--- src/rtl/fpmul_arbiter.sv ---
// -----------------------------------------------------------------------------
// fpmul_arbiter
//   Two requesters share one single-precision floating-point multiplier.
//   An IDLE/CALC/RESP controller accepts one operand pair at a time, computes
//   the product and holds the result until the consumer takes it. Results
//   carrying an underflow or overflow flag are counted in a saturating counter.
//
//   Ports
//     clk                  : single clock, rising edge
//     rst                  : synchronous active-high reset
//     in0_valid/in1_valid  : operand request from requester 0/1
//     in0_ready/in1_ready  : accept strobe to requester 0/1
//     in0_a/in0_b          : requester 0 operands (IEEE 754 single)
//     in1_a/in1_b          : requester 1 operands (IEEE 754 single)
//     res_valid            : result presented
//     res_ready            : consumer accepts result
//     res_id               : requester that owns the result
//     res_prod             : product
//     res_uflow/res_oflow  : underflow / overflow flags of the product
//     exc_cnt              : saturating count of flagged results
//
//   Also contains floating_point_spmul, the combinational multiplier core.
// -----------------------------------------------------------------------------

// -----------------------------------------------------------------------------
// floating_point_spmul
//   Combinational single-precision multiplier. The hidden bit is always
//   assumed, the mantissa is truncated, and out-of-range exponents clamp to
//   a signed infinity (o_flow) or a signed zero (u_flow). Zero, infinity and
//   NaN operands receive no special treatment.
//
//   Ports
//     a, b    : operands
//     f_prod  : product
//     u_flow  : exponent fell to 0 or below
//     o_flow  : exponent reached 255 or above
// -----------------------------------------------------------------------------
module floating_point_spmul (
    input  logic [31:0] a,
    input  logic [31:0] b,
    output logic [31:0] f_prod,
    output logic        u_flow,
    output logic        o_flow
);

    logic               sign;
    logic [23:0]        man_a;
    logic [23:0]        man_b;
    logic [24:0]        prod_hi;    // product bits [47:23]
    logic signed [9:0]  exp_sum;
    logic [22:0]        man_out;

    // NOTE: every always_comb output gets a default first so no path leaves
    // it unassigned, which would infer a latch.
    always_comb begin
        sign    = a[31] ^ b[31];
        man_a   = {1'b1, a[22:0]};
        man_b   = {1'b1, b[22:0]};
        // Widen before multiplying so the full 48-bit product is kept, then
        // keep only the bits that can reach the truncated mantissa.
        prod_hi = 25'(({24'd0, man_a} * {24'd0, man_b}) >> 23);
        // A product of two [1,2) mantissas lands in [1,4); bit 47 set means
        // one extra normalisation shift and one more in the exponent.
        exp_sum = $signed({2'b00, a[30:23]}) + $signed({2'b00, b[30:23]})
                + $signed({9'd0, prod_hi[24]}) - 10'sd127;
        man_out = prod_hi[24] ? prod_hi[23:1] : prod_hi[22:0];

        f_prod  = {sign, exp_sum[7:0], man_out};
        u_flow  = 1'b0;
        o_flow  = 1'b0;
        if (exp_sum >= 10'sd255) begin
            f_prod = {sign, 8'hFF, 23'd0};
            o_flow = 1'b1;
        end else if (exp_sum <= 10'sd0) begin
            f_prod = {sign, 31'd0};
            u_flow = 1'b1;
        end
    end

endmodule

module fpmul_arbiter #(
    parameter bit RR_EN = 1'b1   // 1: round-robin, 0: requester 0 always wins
) (
    input  logic        clk,
    input  logic        rst,
    input  logic        in0_valid,
    input  logic        in1_valid,
    output logic        in0_ready,
    output logic        in1_ready,
    input  logic [31:0] in0_a,
    input  logic [31:0] in0_b,
    input  logic [31:0] in1_a,
    input  logic [31:0] in1_b,
    output logic        res_valid,
    input  logic        res_ready,
    output logic        res_id,
    output logic [31:0] res_prod,
    output logic        res_uflow,
    output logic        res_oflow,
    output logic [7:0]  exc_cnt
);

    typedef enum logic [1:0] {
        IDLE,
        CALC,
        RESP
    } state_t;

    state_t      state;
    logic        last_gnt;
    logic        grant;
    logic        id_q;
    logic [31:0] op_a;
    logic [31:0] op_b;
    logic [31:0] f_prod;
    logic        u_flow;
    logic        o_flow;

    floating_point_spmul u_mul (
        .a      (op_a),
        .b      (op_b),
        .f_prod (f_prod),
        .u_flow (u_flow),
        .o_flow (o_flow)
    );

    // Under contention round-robin favours whoever did not win last time.
    always_comb begin
        grant = 1'b0;
        if (in0_valid && in1_valid)
            grant = RR_EN ? ~last_gnt : 1'b0;
        else if (in1_valid)
            grant = 1'b1;
    end

    // Ready must follow valid within the same cycle, so it is decoded from the
    // registered state rather than registered itself. Gating with rst keeps
    // both strobes low during reset regardless of the state register.
    assign in0_ready = (state == IDLE) && !rst && in0_valid && !grant;
    assign in1_ready = (state == IDLE) && !rst && in1_valid &&  grant;

    // NOTE: sequential state uses non-blocking assignments so every register
    // samples pre-edge values, independent of statement order.
    always_ff @(posedge clk) begin
        if (rst) begin
            state     <= IDLE;
            last_gnt  <= 1'b1;
            id_q      <= 1'b0;
            op_a      <= 32'd0;
            op_b      <= 32'd0;
            res_valid <= 1'b0;
            res_id    <= 1'b0;
            res_prod  <= 32'd0;
            res_uflow <= 1'b0;
            res_oflow <= 1'b0;
            exc_cnt   <= 8'd0;
        end else begin
            case (state)
                IDLE: begin
                    if (in0_valid && in0_ready) begin
                        op_a     <= in0_a;
                        op_b     <= in0_b;
                        id_q     <= 1'b0;
                        last_gnt <= 1'b0;
                        state    <= CALC;
                    end else if (in1_valid && in1_ready) begin
                        op_a     <= in1_a;
                        op_b     <= in1_b;
                        id_q     <= 1'b1;
                        last_gnt <= 1'b1;
                        state    <= CALC;
                    end
                end
                CALC: begin
                    // The owner id is copied here so the result registers only
                    // change when a new result is presented.
                    res_prod  <= f_prod;
                    res_uflow <= u_flow;
                    res_oflow <= o_flow;
                    res_id    <= id_q;
                    res_valid <= 1'b1;
                    state     <= RESP;
                end
                RESP: begin
                    if (res_ready) begin
                        res_valid <= 1'b0;
                        state     <= IDLE;
                        if ((res_uflow || res_oflow) && (exc_cnt != 8'hFF))
                            exc_cnt <= exc_cnt + 8'd1;
                    end
                end
                default: state <= IDLE;
            endcase
        end
    end

endmodule

--- config.mk ---
export PLATFORM = sky130hd
export DESIGN_NAME = fpmul_arbiter
export DESIGN_NICKNAME = d
export VERILOG_FILES = /design/src/rtl/fpmul_arbiter.sv
export SDC_FILE = /design/constraint.sdc
export NUM_CORES = 2
export LEC_CHECK = 0
export CAP_MARGIN = 20
export CORE_ASPECT_RATIO = 0.5
export CORE_UTILIZATION = 62
export CTS_BUF_LIST = sky130_fd_sc_hd__clkbuf_8
export DETAILED_ROUTE_END_ITERATION = 10
export PLACE_DENSITY = 0.84
export SYNTH_ARGS = -nofsm -noshare
export SYNTH_HDL_FRONTEND = slang
export SYNTH_HIERARCHICAL = 1
export SYNTH_SLANG_ARGS = --single-unit
--- constraint.sdc ---
create_clock -name clk -period 12.25 [get_ports clk]
set_input_delay 3.675 -clock clk [delete_from_list [all_inputs] [get_ports clk]]
set_output_delay 3.675 -clock clk [all_outputs]
set_load 0.01 [all_outputs]
==> reports/results.ini <==
[clock_tree]
post_cts_buffers = 0
clockBufferDepth = 2
ctsHoldBuffers = 0
cts_tree = built
clk_latency_ns = 0.40
cts_resized = 0
cts_sinks = 112
cts_made_buffers = 9
cts_root_buf = clkbuf_8
clk_pin_slew_ns = 0.13
cts_max_level = 3

[global_route]
grt_use_total_pct = 34.1
grt_pass1_vias = 20400
grt_overflow = 0
grt_start_max_net_pins = 112
antenna_found_initial = 2
grt_pass1_wl_mm = 102

[synth]
synth_warnings = 6
synth_seq_area_share_pct = 9.64
synth_cell_types = 63
synth_nets = 3507
synth_seq_cells = 112
avgSynthCellArea_um2 = 8.58
synth-edff-count = 0
syn_area_um2 = 23300
async_reset_ff_share_pct = 0
synth_ff_type = dfxtp_1
synthCells = 2712

[timing]
fmax_mhz = 92.2
worst_slew_pin_slew_ns = 1.18
period_share_pct = 88.5
timing.hold.ws_ns = 0.457
setup_tns_ns = 0
setup_viol = 0
skew_ns = 0.0196
slew_headroom_pct = 21.3
rsz0062_at_grt = no
fin_crit_ns = 10.84
slew_viol_final = 0
hold_viol = 0

[detailed_routing]
wl_met3_mm = 6.05
drc = 0
firstDrtPassIters = 8
wire_per_inst_um = 18.6
routed-wl-met2_mm = 29.4
top_layer_used = met5
ant_nets = 0
via_count = 18700
drt-met1-wl_mm = 22.9
drt-total-wl_mm = 61.1
first_iter_violations = 1515
vias_per_cell = 5.71

[power_and_ir_drop]
ir_worst_vdd_mv = 0.101
p_per_area_nw_per_um2 = 90.8
p_leak_nw = 12.4

[final_layout]
layout.nets = 3587
area_growth_pct = 9.66
drive_gt1_share_pct = 2.97

[die]
die-area_um2 = 38400
initial_utilization_pct = 63.9
dieWidth_um = 276
placeableCoreArea_um2 = 36400
io_pins = 179
die_h_um = 139
rows = 49

[worst_setup_path]
worstReg2RegStart = op_b[15]$_SDFFE_PP0P_
setup.worst_path.start = op_b[15]$_SDFFE_PP0P_
worst_setup_path_end_kind = flop
critPathMaxStageDelay_ns = 1.12
path_class = flop to flop
path_buf_inv = 7
crit_required_ns = 12.51
cp-start-kind = flop
arrival_ns = 11.10
cp_common_cell = fa_1
cp_slowest_cell = dfxtp_1
critPathTopFamily = adder cells
crit_fanout = 30

[place]
place_congestion = 0.925
dp_hpwl_mm = 47.1
io_buffers = 178

[worst_hold_path]
hold_start = id_q$_SDFFE_PP0P_
hp-class = flop to flop

[job]
maxCapViolCount = 0

[status]
status = completed

## logic make-up after synthesis
logic type / count (synthesis) / share of synthesized area, %
DFF: 112 / 9.64
xor gates and xnor gates: 41 / 1.58
and+or+nand+nor: 866 / 17.0
AOI/OAI and AO/OA: 285 / 7.57
muxes: 22 / 0.952
adders and majority gates: 662 / 51.1
buffers and inverters: 724 / 12.2
## synthesized netlist by cell type (12+ instances only)
cell / count / share of area, %
inv_1: 574 / 9.3
nand2_1: 510 / 8.2
fa_1: 482 / 41
and2_1: 211 / 5.7
ha_1: 180 / 9.7
dfxtp_1: 112 / 9.6
clkbuf_1: 103 / 1.7
a21oi_1: 85 / 1.8
nor2_1: 75 / 1.2
o21ai_0: 72 / 1.5
a31oi_1: 63 / 1.7
xnor2_1: 30 / 1.1
buf_2: 26 / 0.56
mux2i_1: 21 / 0.90
nand3_1: 15 / 0.32
a21o_1: 12 / 0.39
## tightest hold or removal path, stage by stage, from the launching register on
cell,delay (ns)
dfxtp_1,0.33
nand2_1,0.05
a21oi_1,0.05
## path summary, 6_finish.rpt
kind                               endpoint  slack (ns)  depth (start not counted)
hold / removal          res_id$_SDFFE_PP0P_        0.46                          2
setup reg to reg  res_prod[19]$_SDFFE_PP0P_        1.41                         37
hold reg to reg         res_id$_SDFFE_PP0P_        0.46                          2
setup / recovery  res_prod[19]$_SDFFE_PP0P_        1.41                         37
## layer usage
metal / GRT usage (%) / vias up
li1: - / 8284
met1: 42.5 / 9294
met2: 56.9 / 929
met3: 7.86 / 220
met4: 14.5 / 2
met5: 0 / -
## power by group
group          switching [W]  internal [W]
combinational       0.000985      0.000642
clock               0.000148     0.0000780
sequential         0.0000735      0.000391
## final cells by class
type	instances	area, µm²
fill	2742	10900
timing repair buffer	214	2090
inverter	579	2170
antenna	1	2.50
sequential	112	2240
clock inverter	7	61.3
tap	484	606
clock buffer	9	124
multi-input combinational	1876	18200
## through the flow
| step | total power [W] | utilization [%] | setup WS (ns) | std cells | cell area, µm² |
|---|---|---|---|---|---|
| after detailed placement | 0.00206 | 69.5 | 1.60 | 3264 | 25300 |
| after CTS | 0.00230 | 70.0 | 1.57 | 3280 | 25500 |
| after global routing | 0.00255 | 70.1 | 0.785 | 3281 | 25500 |
| after global placement | 0.00199 | 69.4 | 1.83 | 3263 | 25300 |
| after floorplan | 0.00158 | - | 3.23 | 2712 | 23300 |
| final | 0.00232 | 70.1 | 1.41 | 3282 | 25500 |
## sequential cells by signal, summed over array words and instances, names as in the netlist
register / cells
last_gnt: 1
res_id: 1
exc_cnt: 8
res_valid: 1
res_prod: 32
id_q: 1
res_oflow: 1
op_a: 32
op_b: 32
state: 2
res_uflow: 1
## layout by cell type (no fill, tap or decap), types with 12 or more instances in the layout
master           netlist  layout
nand3_1               15      14
nor2_1                75      75
nand2_1              510     510
a21o_1                12      12
a31oi_1               63      63
fa_1                 482     482
clkdlybuf4s50_1        0     177
and2_1               211     211
inv_1                574     574
mux2i_1               21      21
ha_1                 180     180
o21ai_0               72      72
buf_4                  6      34
xnor2_1               30      30
a21oi_1               85      85
dfxtp_1              112     112
Note: power is estimated with default switching activity, not from simulation.
